===== src/rtl/stopwatch_scan_core.sv =====
// stopwatch_scan_core: NDIG-digit BCD stopwatch (mm:ss groups) with lap freeze, sticky overflow and a multiplexed 7-seg scan
// Ports: CLK, RST (async, active-high); btn_start/btn_clear/btn_lap raw button levels;
//        seg {g..a} and dig_n (active-low one-hot) registered scan outputs; running, lap_active,
//        overflow status; count_bcd live count, digit i at [4i+3:4i].
// Option: define LEADING_ZERO_BLANK_EN to blank leading-zero digits from index 2 upward.
module stopwatch_scan_core #(
  parameter int NDIG = 4,
  parameter int TICK_DIV = 50000000,
  parameter int SCAN_DIV = 50000
) (
  input  logic              CLK,
  input  logic              RST,
  input  logic              btn_start,
  input  logic              btn_clear,
  input  logic              btn_lap,
  output logic [6:0]        seg,
  output logic [NDIG-1:0]   dig_n,
  output logic              running,
  output logic              lap_active,
  output logic              overflow,
  output logic [4*NDIG-1:0] count_bcd
);
  localparam int TW = $clog2(TICK_DIV);
  localparam int SW = SCAN_DIV > 1 ? $clog2(SCAN_DIV) : 1;
  localparam int IW = $clog2(NDIG);
  logic [2:0] sync_start, sync_clear, sync_lap;
  logic p_start, p_clear, p_lap, tick, blank;
  logic [TW-1:0] tdiv;
  logic [SW-1:0] sdiv;
  logic [IW-1:0] idx;
  logic [NDIG:0] carry;
  logic [4*NDIG-1:0] lap_reg, disp;
  logic [3:0] cur;
  function automatic logic [6:0] dec(input logic [3:0] v);
    case (v)
      4'd0: dec = 7'h3F;
      4'd1: dec = 7'h06;
      4'd2: dec = 7'h5B;
      4'd3: dec = 7'h4F;
      4'd4: dec = 7'h66;
      4'd5: dec = 7'h6D;
      4'd6: dec = 7'h7D;
      4'd7: dec = 7'h07;
      4'd8: dec = 7'h7F;
      4'd9: dec = 7'h6F;
      default: dec = 7'h00;
    endcase
  endfunction
  // two synchroniser stages, third stage holds the previous level for edge detection
  always_ff @(posedge CLK or posedge RST)
    if (RST) begin
      sync_start <= '0;
      sync_clear <= '0;
      sync_lap <= '0;
    end else begin
      sync_start <= {sync_start[1:0], btn_start};
      sync_clear <= {sync_clear[1:0], btn_clear};
      sync_lap <= {sync_lap[1:0], btn_lap};
    end
  assign p_start = sync_start[1] & ~sync_start[2];
  assign p_clear = sync_clear[1] & ~sync_clear[2];
  assign p_lap = sync_lap[1] & ~sync_lap[2];
  assign tick = running && tdiv == TW'(TICK_DIV - 1);
  always_ff @(posedge CLK or posedge RST)
    if (RST) tdiv <= '0;
    else if (p_clear || tick) tdiv <= '0;
    else if (running) tdiv <= tdiv + TW'(1);
  always_ff @(posedge CLK or posedge RST)
    if (RST) begin
      running <= 1'b0;
      lap_active <= 1'b0;
      overflow <= 1'b0;
      lap_reg <= '0;
    end else if (p_clear) begin
      running <= 1'b0;
      lap_active <= 1'b0;
      overflow <= 1'b0;
    end else begin
      if (p_start) running <= ~running;
      if (p_lap) lap_active <= ~lap_active;
      if (p_lap && !lap_active) lap_reg <= count_bcd;
      if (carry[NDIG]) overflow <= 1'b1;
    end
  // carry[i] is the tick qualified by every lower digit sitting at its maximum
  assign carry[0] = tick;
  for (genvar i = 0; i < NDIG; i++) begin : g_dig
    localparam logic [3:0] MX = (i % 2 == 0) ? 4'd9 : 4'd5;
    logic [3:0] d;
    assign carry[i+1] = carry[i] && d == MX;
    assign count_bcd[4*i +: 4] = d;
    always_ff @(posedge CLK or posedge RST)
      if (RST) d <= '0;
      else if (p_clear) d <= '0;
      else if (carry[i]) d <= d == MX ? 4'd0 : d + 4'd1;
  end
  always_ff @(posedge CLK or posedge RST)
    if (RST) begin
      sdiv <= '0;
      idx <= '0;
    end else begin
      sdiv <= sdiv == SW'(SCAN_DIV - 1) ? '0 : sdiv + SW'(1);
      if (sdiv == SW'(SCAN_DIV - 1)) idx <= idx == IW'(NDIG - 1) ? '0 : idx + IW'(1);
    end
  assign disp = lap_active ? lap_reg : count_bcd;
  assign cur = disp[4*idx +: 4];
`ifdef LEADING_ZERO_BLANK_EN
  // lz[i]: digit i and everything above it display zero; digits 0 and 1 never qualify
  logic [NDIG:0] lz;
  assign lz[NDIG] = 1'b1;
  for (genvar i = 0; i < NDIG; i++) begin : g_lz
    if (i < 2) begin : g_keep
      assign lz[i] = 1'b0;
    end else begin : g_chain
      assign lz[i] = lz[i+1] && disp[4*i +: 4] == 4'd0;
    end
  end
  assign blank = lz[idx];
`else
  assign blank = 1'b0;
`endif
  always_ff @(posedge CLK or posedge RST)
    if (RST) begin
      seg <= '0;
      dig_n <= '1;
    end else begin
      seg <= blank ? 7'h00 : dec(cur);
      dig_n <= ~(NDIG'(1) << idx);
    end
endmodule


===== config.mk =====
export PLATFORM = sky130hd
export DESIGN_NAME = stopwatch_scan_core
export DESIGN_NICKNAME = d
export VERILOG_FILES = /design/src/rtl/stopwatch_scan_core.sv
export SDC_FILE = /design/constraint.sdc
export NUM_CORES = 1
export LEC_CHECK = 0
export BUFFER_PORTS_ARGS = -buffer_cell sky130_fd_sc_hd__buf_4
export CAP_MARGIN = 20
export CORE_UTILIZATION = 45
export DETAILED_ROUTE_END_ITERATION = 16
export SLEW_MARGIN = 30
export SYNTH_ARGS = -nofsm -noshare
export SYNTH_HDL_FRONTEND = slang
export SYNTH_SLANG_ARGS = --single-unit

===== constraint.sdc =====
create_clock -name CLK -period 3.7 [get_ports CLK]
set_input_delay 0.185 -clock CLK [delete_from_list [all_inputs] [get_ports CLK]]
set_output_delay 0.185 -clock CLK [all_outputs]
set_load 0.1 [all_outputs]

# ---- Word-level counts from Yosys, hierarchy flattened
# Memories as Yosys holds them, arrays and structs flattened. A register that Yosys moved wholly into a read port is not among the register bits.
# Cells that the tools add are included.
dict set report totals {
  register_bits 92
  mem_bits_ro 112
  n_memories 1
}
dict set report classes {
  add_sub_neg 7
  eq_ne 7
  shifts 2
  n_mux 23
  n_bitwise 10
  n_reduce_logical 17
}
# name depth width rd rd_ports_with_merged_regs write_ports line_no
set mem_list {}
lappend mem_list {{(no name shown)} 16 7 1 1 0 35} ;# case (v)
# operator n
set ops {}
lappend ops {{$mux 26} 2}
lappend ops {{$mux 4} 12}
lappend ops {{$mux 16} 2}
lappend ops {{$add 26x1->26 const B} 1}
lappend ops {{$eq 26x26->1 const B} 1}
lappend ops {{$add 16x1->16 const B} 1}
lappend ops {{$add 4x1->4 const B} 4}
lappend ops {{$eq 16x16->1 const B} 1}
lappend ops {{$reduce_bool 2->1} 8}
lappend ops {{$shiftx 16x5->4} 1}
lappend ops {{$eq 4x3->1 const B} 2}
lappend ops {{$eq 4x4->1 const B} 2}
lappend ops {{$logic_and 1x1->1} 6}
lappend ops {{$mux 1} 6}
lappend ops {{$not 1->1} 6}
lappend ops {{$not 4->4} 1}
lappend ops {{$shl 1x2->4 const A} 1}
lappend ops {{$and 1x1->1} 3}
lappend ops {{$add 2x1->2 const B} 1}
lappend ops {{$eq 2x2->1 const B} 1}
lappend ops {{$mux 2} 1}
lappend ops {{$reduce_and 2->1} 1}
lappend ops {{$logic_not 1->1} 1}
lappend ops {{$logic_or 1x1->1} 1}

# ---- Depth between registers and ports, before layout
# Gate-level depths: netlist of run 1.
dict set report logic_depth {
  ltp_word 8
  ltp_mapped 8
  ltp_nobuf 7
}

# ---- Least setup slack after synthesis of run 1
# Ideal clock, no wire load.
dict set report synth_timing {
  path_type {flip-flop to flip-flop}
  from {reg lap_active}
  to {reg seg[4]}
  setup_time_ps 121
  arrival_ps 2796
  path_slack_ps 783
  path_stages_with_launch 7
  n_path_buf 1
  cell_sequence {dfrtp_1 buf_2 mux4_2 mux2i_1 inv_1 ha_1 a22o_1}
}
dict set report synth_between {
  elab_chain_len 2
}
# item line_no
set synth_rtl {}
lappend synth_rtl {{from (decl)} 19} ;# output logic lap_active,
lappend synth_rtl {{from (signal assigned)} 80} ;# if (p_lap) lap_active <= ~lap_active;
lappend synth_rtl {{$mux 16} 104} ;# assign disp = lap_active ? lap_reg : count_bcd;
lappend synth_rtl {{$shiftx 16x5->4} 105} ;# assign cur = disp[4*idx +: 4];
lappend synth_rtl {{to (decl)} 16} ;# output logic [6:0] seg,
# No other way between the ends.
# A chain may end at the register's enable or synchronous reset.

# ---- Worst setup path in the final report of run 1
# Same ends and word-level chain as after synthesis.

==> results of run 1 <==
-- routing by layer --
| layer | vias to the layer above | track usage (%) | routed length [um] |
|---|---|---|---|
| met5 | - | 0 | 0 |
| met4 | 0 | 6.46 | 133 |
| met3 | 11 | 4.19 | 426 |
| met2 | 67 | 30.4 | 4600 |
| met1 | 1699 | 26.1 | 4580 |
| li1 | 1701 | - | - |
-- synthesized netlist by cell type (2+ instances only) --
| cell type | n |
|---|---|
| a22o_1 | 2 |
| nor3_1 | 4 |
| dfrtp_1 | 95 |
| mux2i_1 | 4 |
| nand3_1 | 21 |
| o211ai_1 | 2 |
| buf_2 | 3 |
| nand4_2 | 2 |
| clkbuf_1 | 10 |
| o22ai_1 | 2 |
| xor2_1 | 22 |
| buf_1 | 4 |
| and3b_1 | 3 |
| and3_1 | 10 |
| and2_1 | 4 |
| o21ai_0 | 16 |
| nand4_1 | 17 |
| a31oi_1 | 4 |
| a21o_1 | 2 |
| nor4_4 | 2 |
| dfstp_2 | 4 |
| mux2_2 | 11 |
| or3_1 | 12 |
| o31ai_1 | 4 |
| mux4_2 | 8 |
| and4_1 | 3 |
| nand2_1 | 45 |
| nand3b_1 | 4 |
| a21oi_1 | 19 |
| xnor2_1 | 13 |
| inv_1 | 15 |
| nor2_1 | 38 |
| nor2b_1 | 7 |
| or4_1 | 6 |
| nor3b_1 | 2 |
| nor4_1 | 4 |
| ha_1 | 20 |
-- cell type report --
| type | instances | share of cell area (%) |
|---|---|---|
| Multi-Input combinational cell | 326 | 41.6 |
| Inverter | 16 | 1.17 |
| Clock inverter | 6 | 1.58 |
| Timing Repair Buffer | 40 | 5.58 |
| Tap cell | 136 | 3.06 |
| Clock buffer | 10 | 2.30 |
| Sequential cell | 99 | 44.7 |
-- power by group through the flow --
stage | Sequential (mW) | Combinational (mW) | Clock, mW
3_3_place_gp | 1.16 | 0.152 | 0
4_1_cts | 1.14 | 0.157 | 0.783
2_1_floorplan | 1.17 | 0.0978 | 0
6_report | 1.14 | 0.153 | 0.756
3_5_place_dp | 1.16 | 0.153 | 0
5_1_grt | 1.14 | 0.172 | 0.825
-- through the flow --
step | total power, mW | area, um^2 | utilization [%]
2_1_floorplan | 1.27 | 4920 | -
3_3_place_gp | 1.31 | 5300 | 50.6
3_5_place_dp | 1.31 | 5300 | 50.7
4_1_cts | 2.08 | 5560 | 53.1
5_1_grt | 2.14 | 5560 | 53.1
6_report | 2.05 | 5560 | 53.1
-- what timing repair did --
action | 4_1_cts | 5_1_grt
hold buffers | 4 | 0
gates resized for setup | 0 | 0
setup endpoints to repair | 0 | 0
endpoints found under the hold margin | 38 | 0
-- final timing paths --
path / startpoint / endpoint / slack [ns] / cells past startpoint
worst min-delay path: sync_start[0] / sync_start[1] / 0.35 / 0
max in group asynchronous: RST / g_dig[2].d[1] / 2.49 / 4
worst max-delay path: lap_active / seg[4] / 1.16 / 5
min in group asynchronous: RST / sync_lap[2] / 0.51 / 3
worst max register to register: lap_active / seg[4] / 1.16 / 5
worst min register to register: sync_start[0] / sync_start[1] / 0.35 / 0
-- cells by family (layout without fill, tap and decap cells) --
kind of cell | count (synthesis) | after routing | share of synthesized area (%)
fa+ha+maj | 20 | 20 | 5.08
compound gates | 57 | 57 | 7.04
mux | 25 | 25 | 7.50
xor+xnor | 35 | 35 | 6.23
buf+inv | 33 | 72 | 2.59
simple gates | 189 | 189 | 21.1
flops | 99 | 99 | 50.4
==> reports/summary.md, run 1 <==
Maximum number of pins on one net before global-route repair: 90. The register with the most flip-flops in the layout has 26 of them. The average routed wire per standard cell came out at 15.4 um. The count of buffers added on input and output ports is 34. Buffers inserted during clock tree synthesis total 9. The routed layout has 3478 vias. The first-iteration detailed-routing DRC count is 177, and the number of sinks handled by clock tree synthesis is 99. The run gives 613 as the cell total after placement. The critical path launch point type was a flop.

Hold violation count in the final report: 0. The routed design has 9740 um of wire. The flow ran to the end, and the final reports show no timing, DRC or antenna violations.

Internal power comes to 1.53 mW. After the last flow step, the layout net total stands at 517. The cell area power density is 368 nW/um^2. For the number of max-cap violations, the log shows 0. Number of pins with negative max-slew slack in the final report: 0. For the post-synth design cell area, the log shows 4920 um^2. Derived from the worst setup path, the maximum achievable clock frequency is 393 MHz.

Commonest non-fill, non-tap cell in the layout: dfrtp_1. The filler cell count was 944; the core area was 10500 um^2. At the pin with the least slew margin, the transition time is 0.839 ns. The family of cells with the greatest summed delay on the critical path is multiplexers. For this run, design rule violations remaining after detail routing come to 0. Prior to clock tree synthesis, the placed netlist has a worst setup slack of 1.16 ns.

The tools report the maximum vdd ir drop as 0.000259 V. During synthesis, Yosys emitted a total of 0 warnings. CTS built an H-tree with a depth of 3.

The run gives 0 as the count of final setup violators. The run gives 2480 um^2 as the register area. The synthesized design spends more area on one cell type than any other, namely dfrtp_1. The run gives 3417 as the via count of the first global-routing pass. Ranked by flip-flop count, first place goes to tdiv. The number of antenna diodes in the final layout is 0. The count of cells in the finished layout, fillers not included, comes to 633.

The worst path uses 68.7% of the clock period. A synthesized cell averages 10.7 um^2. The flip-flop and latch count after synthesis was 99.

Counting flops with an async set or reset pin after synthesis yields a share of 100%. The aggregate negative setup slack came out at 0 ns. The die covers 11400 um^2.

The combinational power share is 7.5%. Vertical extent of the die: 107 um. The logs give 51 for the number of distinct library cell variants in the gate-level netlist after synthesis and 0.348 ns for the worst hold slack. The share of total power dissipated in the clock network is 37.0%.

The post-synthesis instance total is 458, and the share of Yosys cell area claimed by the top area cell type is 48.3%. In the layout the commonest cells are dfrtp_1, nand2_1, nor2_1. The largest single stage delay on the critical path is 0.71 ns. The number of nets with antenna violations after detailed routing was 0. The slowest stage of the critical path belongs to the cell dfrtp_1.

Clock-pin slew was measured on the worst setup and hold paths at 0.10 ns. The switching fraction of total power was 25.1%. The type of the tightest min-delay check is flop to flop. In the post-synthesis netlist, the biggest area contributors are dfrtp_1, ha_1, xor2_1. The area growth from synthesis to layout was 12.9%; the required time of the critical path was 3.96 ns. Counting every net in the synthesized netlist gives 483.

The worst path meets setup with 1.16 ns of slack. The tools report the length of the first detailed-routing pass in iterations as 4. In this run the worst path has a maximum fanout of 11. TritonCTS built the clock tree. For the worst-case clock buffer depth, the log shows 2. Category of the most critical setup path: flop to flop.

The floorplan die width was 107 um. The leading register cell type out of synthesis is dfrtp_1. The logs give 0 for the overflow left after global routing and 0.0145 ns for the worst clock skew. Dividing the detail-routed via count by the number of cells gives 5.49.

The first global-routing pass estimated 17000 um of wire. Pin placement for this block handled 35 I/O pins. After legalization and detailed placement, the total HPWL measured 6790 um. The count of buffering cells on the critical path with inverters included is 1. Buffer cell driving the clock tree root: clkbuf_8.

The fraction of final layout cells with drive strength greater than 1 was 16.5%; the sequential area share after synthesis was 50.4%. The initial cell density of the core was 47.1%; the clock latency of the later-clocked register in the worst-skew pair was 0.37 ns. For this run, the total global-route usage over all layers was measured as 19.2%. After layout, the minimum clock period comes to 2.54 ns. In this run the power spent charging and discharging nets is 515 uW. Kind of capture point of the worst setup path: a flop.

The run gives 2.80 ns as the data arrival at the endpoint of the critical path. Registers are responsible for 55.6% of the overall power. The initial antenna violation count was 0; the final weighted congestion in routability-driven placement was 0.854. In this run, synthesis inferred 0 flip-flops with an integrated enable. The logs give 43.9% for the relative slew slack and 37 for the site row count. The critical path goes through mux4_2 -> mux2i_1 -> inv_1 -> ha_1 -> a22o_1.

Summed over all cells, the static leakage comes to 2.51 nW. Post-CTS timing repair inserted 0 buffers for setup. Setup repair after global routing left no endpoint under its margin.

The combined area of the multi-input logic cells was 2310 um^2.
(Power assumes the default switching activity.)
==> run 2: changes to the inputs <==
--- a/config.mk
+++ b/config.mk
@@ -5,6 +5,7 @@
 export SDC_FILE = /design/constraint.sdc
 export NUM_CORES = 1
 export LEC_CHECK = 0
+export ABC_AREA = 1
 export BUFFER_PORTS_ARGS = -buffer_cell sky130_fd_sc_hd__buf_4
 export CAP_MARGIN = 20
 export CORE_UTILIZATION = 45
==> constraint.sdc (replaced) <==
create_clock -name CLK -period 2.4 [get_ports CLK]
set_input_delay 0.12 -clock CLK [delete_from_list [all_inputs] [get_ports CLK]]
set_output_delay 0.12 -clock CLK [all_outputs]
set_load 0.1 [all_outputs]
==> run 2 against run 1 <==
- critical path type unchanged
- worst hold slack improved by 0.0033 ns
- critical path depth increased by 7
- via count increased by 22%
==> reports/summary.md, run 2 <==
The combinational power share was 27.9% (+20 points); the register-to-register setup slack was 0.28 ns (-0.88 ns). The count of final setup violators is 0 (unchanged). Relative to the synthesized area, the layout overhead comes to 14.4%.

The critical-path maximum fanout came out at 11 (unchanged). The share of Yosys cell area claimed by the top area cell type came out at 45.2% (-3.1 points). Data arrival at the endpoint of the critical path: 2.40 ns (-0.40 ns).

The sum of internal, switching and leakage power came out at 4.68 mW (+130%). The tools report the filler cell count as 1077 (+14%). The initial cell density of the core is 46.1% (-0.99 points). For the area of the die, the log shows 12100 um^2 (+6.7%).

For this run, the leading register cell type out of synthesis is dfrtp_1. For hold timing, the worst endpoint is sync_clear[1]. The total number of vias was 4227 (+22%); the worst hold path depth was 0 (unchanged).

The proportion of power drawn by the clock network is 31.0% (-6.0 points). The most common cell in the synthesized netlist is nand2_1. The internal power consumption was 2.91 mW (+90%).

The fraction of registers with async set/reset is 100% (unchanged). The run gives 10800 um (+11%) as the routed wire length. The tools report the maximum vdd ir drop as 0.000844 V (+230%). The number of buffers added on ports is 34 (unchanged), and the sequential area share after synthesis is 47.2% (-3.2 points). The ratio of routed vias to standard cells came out at 5.03 (-8.5%). Fraction of final layout cells with drive strength greater than 1: 13.0% (-3.5 points). The slew at the pin closest to its max-slew limit works out to 0.596 ns (-0.243 ns). Core area: 11400 um^2 (+9.1%). Worst-path cell with the longest stage delay: dfrtp_1.

For the leakage power, the log shows 2.92 nW (+16%). Critical path launch point type: a flop. The maximum clock frequency is 471 MHz (+20%). The number of levels the H-tree was split into is 3 (unchanged), and the number of enable flip-flop cells after synthesis is 0 (unchanged). The run finished with clean final reports. The aggregate negative setup slack is 0 ns (unchanged), and the hold violation count in the final report is 0 (unchanged). Yosys attributes the largest share of cell area to dfrtp_1, nand2_1, inv_1. The logs give 2 (unchanged) for the worst-case clock buffer depth and 52.7% (-0.40 points) for the final core utilization. Leaving out fill and tap cells, the most frequent cell in the layout is nand2_1.

The count of yosys warnings during synthesis came out at 0 (unchanged). The floorplan die width was 110 um (+3.3%); the final-stage net count was 718 (+39%). The switching fraction of total power was 37.8% (+13 points).

The relative slew slack was 60.0% (+16 points). The post-synthesis net count was 675 (+40%). The clock latency of the later-clocked register in the worst-skew pair is 0.34 ns (-0.03 ns), and the vertical extent of the die is 110 um (+3.3%).

Startpoint of the most critical register-to-register path: idx[0]. The run gives 100 (+11%) as the maximum number of pins on one net before global-route repair. The run gives 5260 um^2 (+6.8%) as the post-synth design cell area. For the half-perimeter wire length after detailed placement, the log shows 7820 um (+15%).

The worst reg2reg path depth works out to 12 (+7). Share of the clock period used by the worst path after layout: 88.4% (+20 points). The average instance area after synthesis works out to 8.09 um^2 (-25%).

The buffer count from post-CTS setup fixing was 0 (unchanged); the required time of the critical path was 2.68 ns (-1.28 ns). The tools report the post-synthesis instance total as 650 (+42%). The type of the tightest min-delay check is flop to flop. The wire length of the first global-routing pass came out at 18600 um (+9.5%).

The total inserted antenna cells is 0 (unchanged), and the number of pins with negative max-slew slack in the final report is 0 (unchanged). The stage delay of the slowest cell on the critical path was 0.47 ns (-0.24 ns). The tools report the initial antenna violation count as 0 (unchanged). The tools report the global routing usage summed across all routing layers as 19.7% (+0.51 points). For the total clock buffers created by CTS, the log shows 9 (unchanged).

By count the netlist is led by nand2_1, dfrtp_1, inv_1. The cell area power density is 778 nW/um^2 (+110%). The run gives 4 (unchanged) as the length of the first detailed-routing pass in iterations. The largest register by flop count is tdiv. The number of flip-flops under the largest register name works out to 26 (unchanged).

Setup repair after global routing left no endpoint under its margin. The number of max-cap violations is 0 (unchanged), and the average routed wire per standard cell is 12.8 um (-17%). The buffer cell driving the clock tree root is clkbuf_16. The run gives 4060 (+19%) as the via count of the first global-routing pass. The dominant cell type by area after synthesis is dfrtp_1.

The final weighted congestion in routability-driven placement is 0.859 (+0.57%), and the total I/O pin count is 35 (unchanged). The tools report the part of the total power dissipated in sequential elements as 41.1% (-15 points). The end of the worst register-to-register path is seg[3]. The number of nets with antenna violations after detailed routing is 0 (unchanged).

Leaving out fill and tap cells, the most frequent cells in the layout are nand2_1, dfrtp_1, inv_1. The logs give 0 (unchanged) for the overflow left after global routing and 0 (unchanged) for the number of remaining DRC errors. The run gives 0.00782 ns (-0.00663 ns) as the worst clock skew. Category of the most critical setup path: flop to flop. Site row count: 39 (+5.4%).

The switching component of the power came out at 1.77 mW (+240%). The flip-flop and latch count after synthesis was 99 (unchanged); the number of sinks handled by clock tree synthesis was 99 (unchanged). The shortest period the worst path allows was 2.12 ns (-0.422 ns). The kind of capture point of the worst setup path was a flop. The worst hold path begins at sync_clear[0]. TritonCTS built the clock tree. Traced cell by cell, the critical path runs through inv_2 -> a21oi_1 -> o21ai_0 -> nand2_1 -> inv_1 -> o21ai_0 -> inv_1 -> ha_1 -> inv_1 -> o21ai_0 -> nand2_1 -> nand2_1.

The first-iteration detailed-routing DRC count was 223 (+26%); the number of distinct library cell variants in the gate-level netlist after synthesis was 39 (-24%). The clock transition at the registers of the reported paths works out to 0.07 ns (-0.03 ns).
## run 2: layout make-up
type	count	area (um^2)	area share (%)
sequential	99	2490	41.3
multi-input combinational	444	2350	39.0
inverter	97	370	6.15
timing repair buffer	42	338	5.61
clock buffer	10	229	3.80
tap	143	179	2.97
clock inverter	6	66.3	1.10
## run 2: what timing repair did
item | CTS | global route
resized for setup | 0 | 2
hold endpoints to repair | 98 | 0
endpoints found under the setup margin | 0 | 1
hold buffers | 4 | 0
## run 2: worst max-delay path: cells and delay by family (launching register included)
| kind | cells | cell delay, ns |
|---|---|---|
| AO/OA/AOI/OAI | 4 | 0.69 |
| flip-flops | 1 | 0.47 |
| buffers and inverters | 4 | 0.39 |
| adder cells (fa/ha/maj) | 1 | 0.31 |
| AND/OR/NAND/NOR | 3 | 0.18 |
## run 2: cells by family (layout without fill, tap and decap cells)
family | Yosys count | in the layout | synth area share, %
AND/OR/NAND/NOR | 309 | 309 | 27.0
buffers and inverters | 107 | 155 | 8.13
flip-flops | 99 | 99 | 47.2
AO/OA/AOI/OAI | 97 | 97 | 9.90
adder cells (fa/ha/maj) | 20 | 20 | 4.76
XOR/XNOR | 18 | 18 | 3.00
## run 2: worst max-delay path by stage
stage | start | endpoint | slack, ns | cells past startpoint
2_1_floorplan | g_dig[1].d[0] | seg[3] | 0.02 | 12
3_3_place_gp | lap_active | seg[3] | 0.28 | 11
3_5_place_dp | lap_active | seg[3] | 0.22 | 11
4_1_cts | lap_active | seg[3] | 0.20 | 11
5_1_grt | idx[0] | seg[3] | 0.1 | 12
6_report | idx[0] | seg[3] | 0.28 | 12
## run 2: power groups by stage
stage          combinational (mW)  sequential, mW  clock, mW
6_report                     1.31            1.92       1.45
5_1_grt                      1.42            1.95       1.57
4_1_cts                      1.32            1.92       1.50
3_5_place_dp                 1.31            1.95          0
3_3_place_gp                 1.30            1.95          0
2_1_floorplan               0.434            2.56          0
## run 2: metrics by stage
stage / cells / cell area [um^2] / setup slack (ns) / hold slack, ns
2_1_floorplan: 650 / 5270 / 0.0224 / 0.151
3_3_place_gp: 821 / 5680 / 0.283 / 0.230
3_5_place_dp: 821 / 5680 / 0.217 / 0.231
4_1_cts: 841 / 6020 / 0.196 / 0.354
5_1_grt: 841 / 6020 / 0.0991 / 0.370
6_report: 841 / 6020 / 0.279 / 0.352
## run 2: metal layers
metal  wire length, um  part of all wire (%)  vias up  track usage [%]
li1                  -                     -     2175                -
met1              5120                    47     2000             25.1
met2              5340                    49       47             34.2
met3               240                   2.2        5             2.47
met4                93                  0.86        0             7.33
met5                 0                     0        -                0
==> run 3: changes to the inputs <==
--- a/config.mk
+++ b/config.mk
@@ -8,7 +8,7 @@
 export ABC_AREA = 1
 export BUFFER_PORTS_ARGS = -buffer_cell sky130_fd_sc_hd__buf_4
 export CAP_MARGIN = 20
-export CORE_UTILIZATION = 45
+export CORE_UTILIZATION = 25
 export DETAILED_ROUTE_END_ITERATION = 16
 export SLEW_MARGIN = 30
 export SYNTH_ARGS = -nofsm -noshare
==> run 3 against run 2 <==
- total power rose by 0.46%
- flip-flop and latch count did not move
- utilization fell by 22 points
- maximum frequency rose by 1.8%
- clock power barely moved
- largest cell class unchanged
- largest power group unchanged
==> reports/summary.md, run 3 (synthesized netlist as in run 2, its figures left out) <==
The critical path goes through inv_2 -> o21ai_0 -> nand2_1 -> inv_1 -> o21ai_0 -> inv_1 -> ha_1 -> inv_1 -> o21ai_0 -> nand2_1. The tightest min-delay check is of the flop to flop type. The hold violation count in the final report is 0 (unchanged). The buffer cell driving the clock tree root was clkbuf_16. The logs give 724 (+0.84%) for the final-stage net count and 194 (-13%) for the first-iteration detailed-routing DRC count. The slew at the pin closest to its max-slew limit is 0.614 ns (+0.0177 ns), and the leakage power is 2.95 nW (+1.1%). The library cell used most frequently in the layout, excluding fill and tap cells, is nand2_1. The run gives 11200 um (+4.1%) as the routed wire length. The worst setup path is launched from a flop. The cell area power density works out to 755 nW/um^2 (-3.0%).

The tools report the sum of internal, switching and leakage power as 4.71 mW (+0.46%). The floorplan die width is 147 um (+34%). The shortest period the worst path allows works out to 2.08 ns (-0.0383 ns).

The ratio of routed vias to standard cells works out to 4.28 (-15%). Register-to-register setup slack: 0.32 ns (+0.04 ns). Setup repair after global routing left no endpoint under its margin. The initial cell density of the core came out at 25.7% (-20 points). The fraction of final layout cells with drive strength greater than 1 was 13.6% (+0.60 points). For the initial antenna violation count, the log shows 0 (unchanged). The cell total after placement is 954 (+16%). The number of remaining DRC errors was 0 (unchanged).

Critical path launch point: lap_active. The clock latency of the later-clocked register in the worst-skew pair is 0.35 ns (about the same). The maximum clock frequency was 480 MHz (+1.8%). The area of all placed cells without fillers came out at 6230 um^2 (+3.5%). For the total cell area at the placement stage, the log shows 5900 um^2 (+3.8%). The site row count is 52 (+33%). The number of max-cap violations is 0 (unchanged), and the relative slew slack is 58.8% (-1.2 points). The logs give 0 ns (unchanged) for the aggregate negative setup slack and 99 (unchanged) for the number of sinks handled by clock tree synthesis. The worst setup path endpoint is seg[1]. Data arrival at the endpoint of the critical path: 2.32 ns (-0.08 ns). In this run the critical register-to-register path is launched from lap_active.

The number of flip-flops under the largest register name is 26 (unchanged). TritonCTS built the clock tree. The tools report the number of nets with antenna violations after detailed routing as 0 (unchanged). The half-perimeter wire length after detailed placement was 8380 um (+7.1%); the core area was 20400 um^2 (+79%). The stage delay of the slowest cell on the critical path was 0.42 ns (-0.05 ns).

The wire length of the first global-routing pass was 19100 um (+3.0%). Share of the clock period used by the worst path after layout: 86.8% (-1.6 points). Relative to the synthesized area, the layout overhead comes to 18.5%. The worst-case clock buffer depth came out at 2 (unchanged). Filler cell count: 2177 (+100%). The worst clock skew was 0.0106 ns (+0.00279 ns). The run finished with clean final reports.

The worst setup path is of the flop to flop kind. The maximum number of pins on one net before global-route repair is 33 (-67%), and the maximum vdd ir drop is 0.000333 V (-61%). The logs give 0 (unchanged) for the total inserted antenna cells and 0 (unchanged) for the overflow left after global routing.

Worst reg2reg path depth: 10 (-2). The required time of the critical path is 2.63 ns (-0.05 ns), and the count of final setup violators is 0 (unchanged). For the global routing usage summed across all routing layers, the log shows 11.0% (-8.7 points). The endpoint identified for the worst register-to-register timing path is seg[1]. For the number of levels the H-tree was split into, the log shows 3 (unchanged). In the layout the commonest cells are nand2_1, dfrtp_1, inv_1.

The largest individual stage delay along the critical path comes from the cell dfrtp_2. Total I/O pin count: 35 (unchanged). The largest register by flop count is tdiv.

The critical-path maximum fanout came out at 32 (+21). The tools report the number of pins with negative max-slew slack in the final report as 0 (unchanged). The tools report the total clock buffers created by CTS as 9 (unchanged).

The vertical extent of the die is 147 um (+34%), and the number of buffers added on ports is 34 (unchanged). STA classifies the critical path endpoint as a flop. The clock transition at the registers of the reported paths was 0.07 ns (about the same).

The post-layout instance count excluding filler cells is 974 (+16%), and the length of the first detailed-routing pass in iterations is 4 (unchanged). The run gives 0.847 (-1.4%) as the final weighted congestion in routability-driven placement. The average routed wire per standard cell came out at 11.5 um (-10%). For the via count of the first global-routing pass, the log shows 3932 (-3.2%).

Area of the die: 21600 um^2 (+78%). The total number of vias came out at 4170 (-1.3%).
run 3: cell count changes in the layout (fill, tap and decap cells not counted), sizes merged:
cell	change
buf	+6
clkbuf	+1
clkinv	-3
inv	+2
run 3: repair_timing:
| item | 4_1_cts | 5_1_grt |
|---|---|---|
| setup buffers | 0 | 0 |
| hold buffers | 4 | 0 |
| hold endpoints to repair | 19 | 0 |
| gates resized for setup | 0 | 0 |
run 3: how the worst min path moves through the flow:
stage / startpoint / end / slack [ns] / cells past startpoint
global placement: RST / sync_lap[0] / 0.20 / 2
CTS: sync_clear[0] / sync_clear[1] / 0.35 / 0
finish: sync_clear[0] / sync_clear[1] / 0.35 / 0
detailed placement: RST / sync_lap[0] / 0.21 / 2
floorplan: btn_clear / sync_clear[0] / 0.15 / 0
global route: sync_clear[0] / sync_clear[1] / 0.36 / 0
run 3: power by group:
part           total (mW)  internal (mW)  switching, mW
clock                1.46          0.817          0.644
sequential           1.93           1.81          0.114
combinational        1.32          0.302           1.02
total                4.71           2.93           1.78
run 3: metrics by stage:
step	hold WS, ns	util [%]	setup WS, ns
after floorplan	0.151	-	0.0224
after global placement	0.197	28.9	0.320
after detailed placement	0.208	28.9	0.310
after CTS	0.354	30.5	0.282
after global routing	0.360	30.5	0.0928
final	0.353	30.5	0.317
run 3: final cells by class:
| type | count | area [um^2] | share of cell area (%) |
|---|---|---|---|
| Inverter | 97 | 368 | 5.90 |
| Timing Repair Buffer | 48 | 395 | 6.35 |
| Sequential cell | 99 | 2490 | 39.9 |
| Clock buffer | 11 | 233 | 3.73 |
| Clock inverter | 5 | 61.3 | 0.984 |
| Multi-Input combinational cell | 444 | 2350 | 37.7 |
| Tap cell | 270 | 338 | 5.42 |
run 3: critical path: cells and delay by family, from the launching register on:
family                     cells  cell delay (ns)
buffers and inverters          4             0.53
AOI/OAI and AO/OA              3             0.55
adders and majority gates      1             0.30
DFF                            1             0.42
and+or+nand+nor                2             0.15
run 3: per-layer routing:
layer	GRT usage, %	wire (um)	vias to the layer above
met1	14.6	5610	1909
met5	0	0	-
li1	-	-	2202
met4	3.76	168	0
met2	17.1	5040	44
met3	2.98	409	15
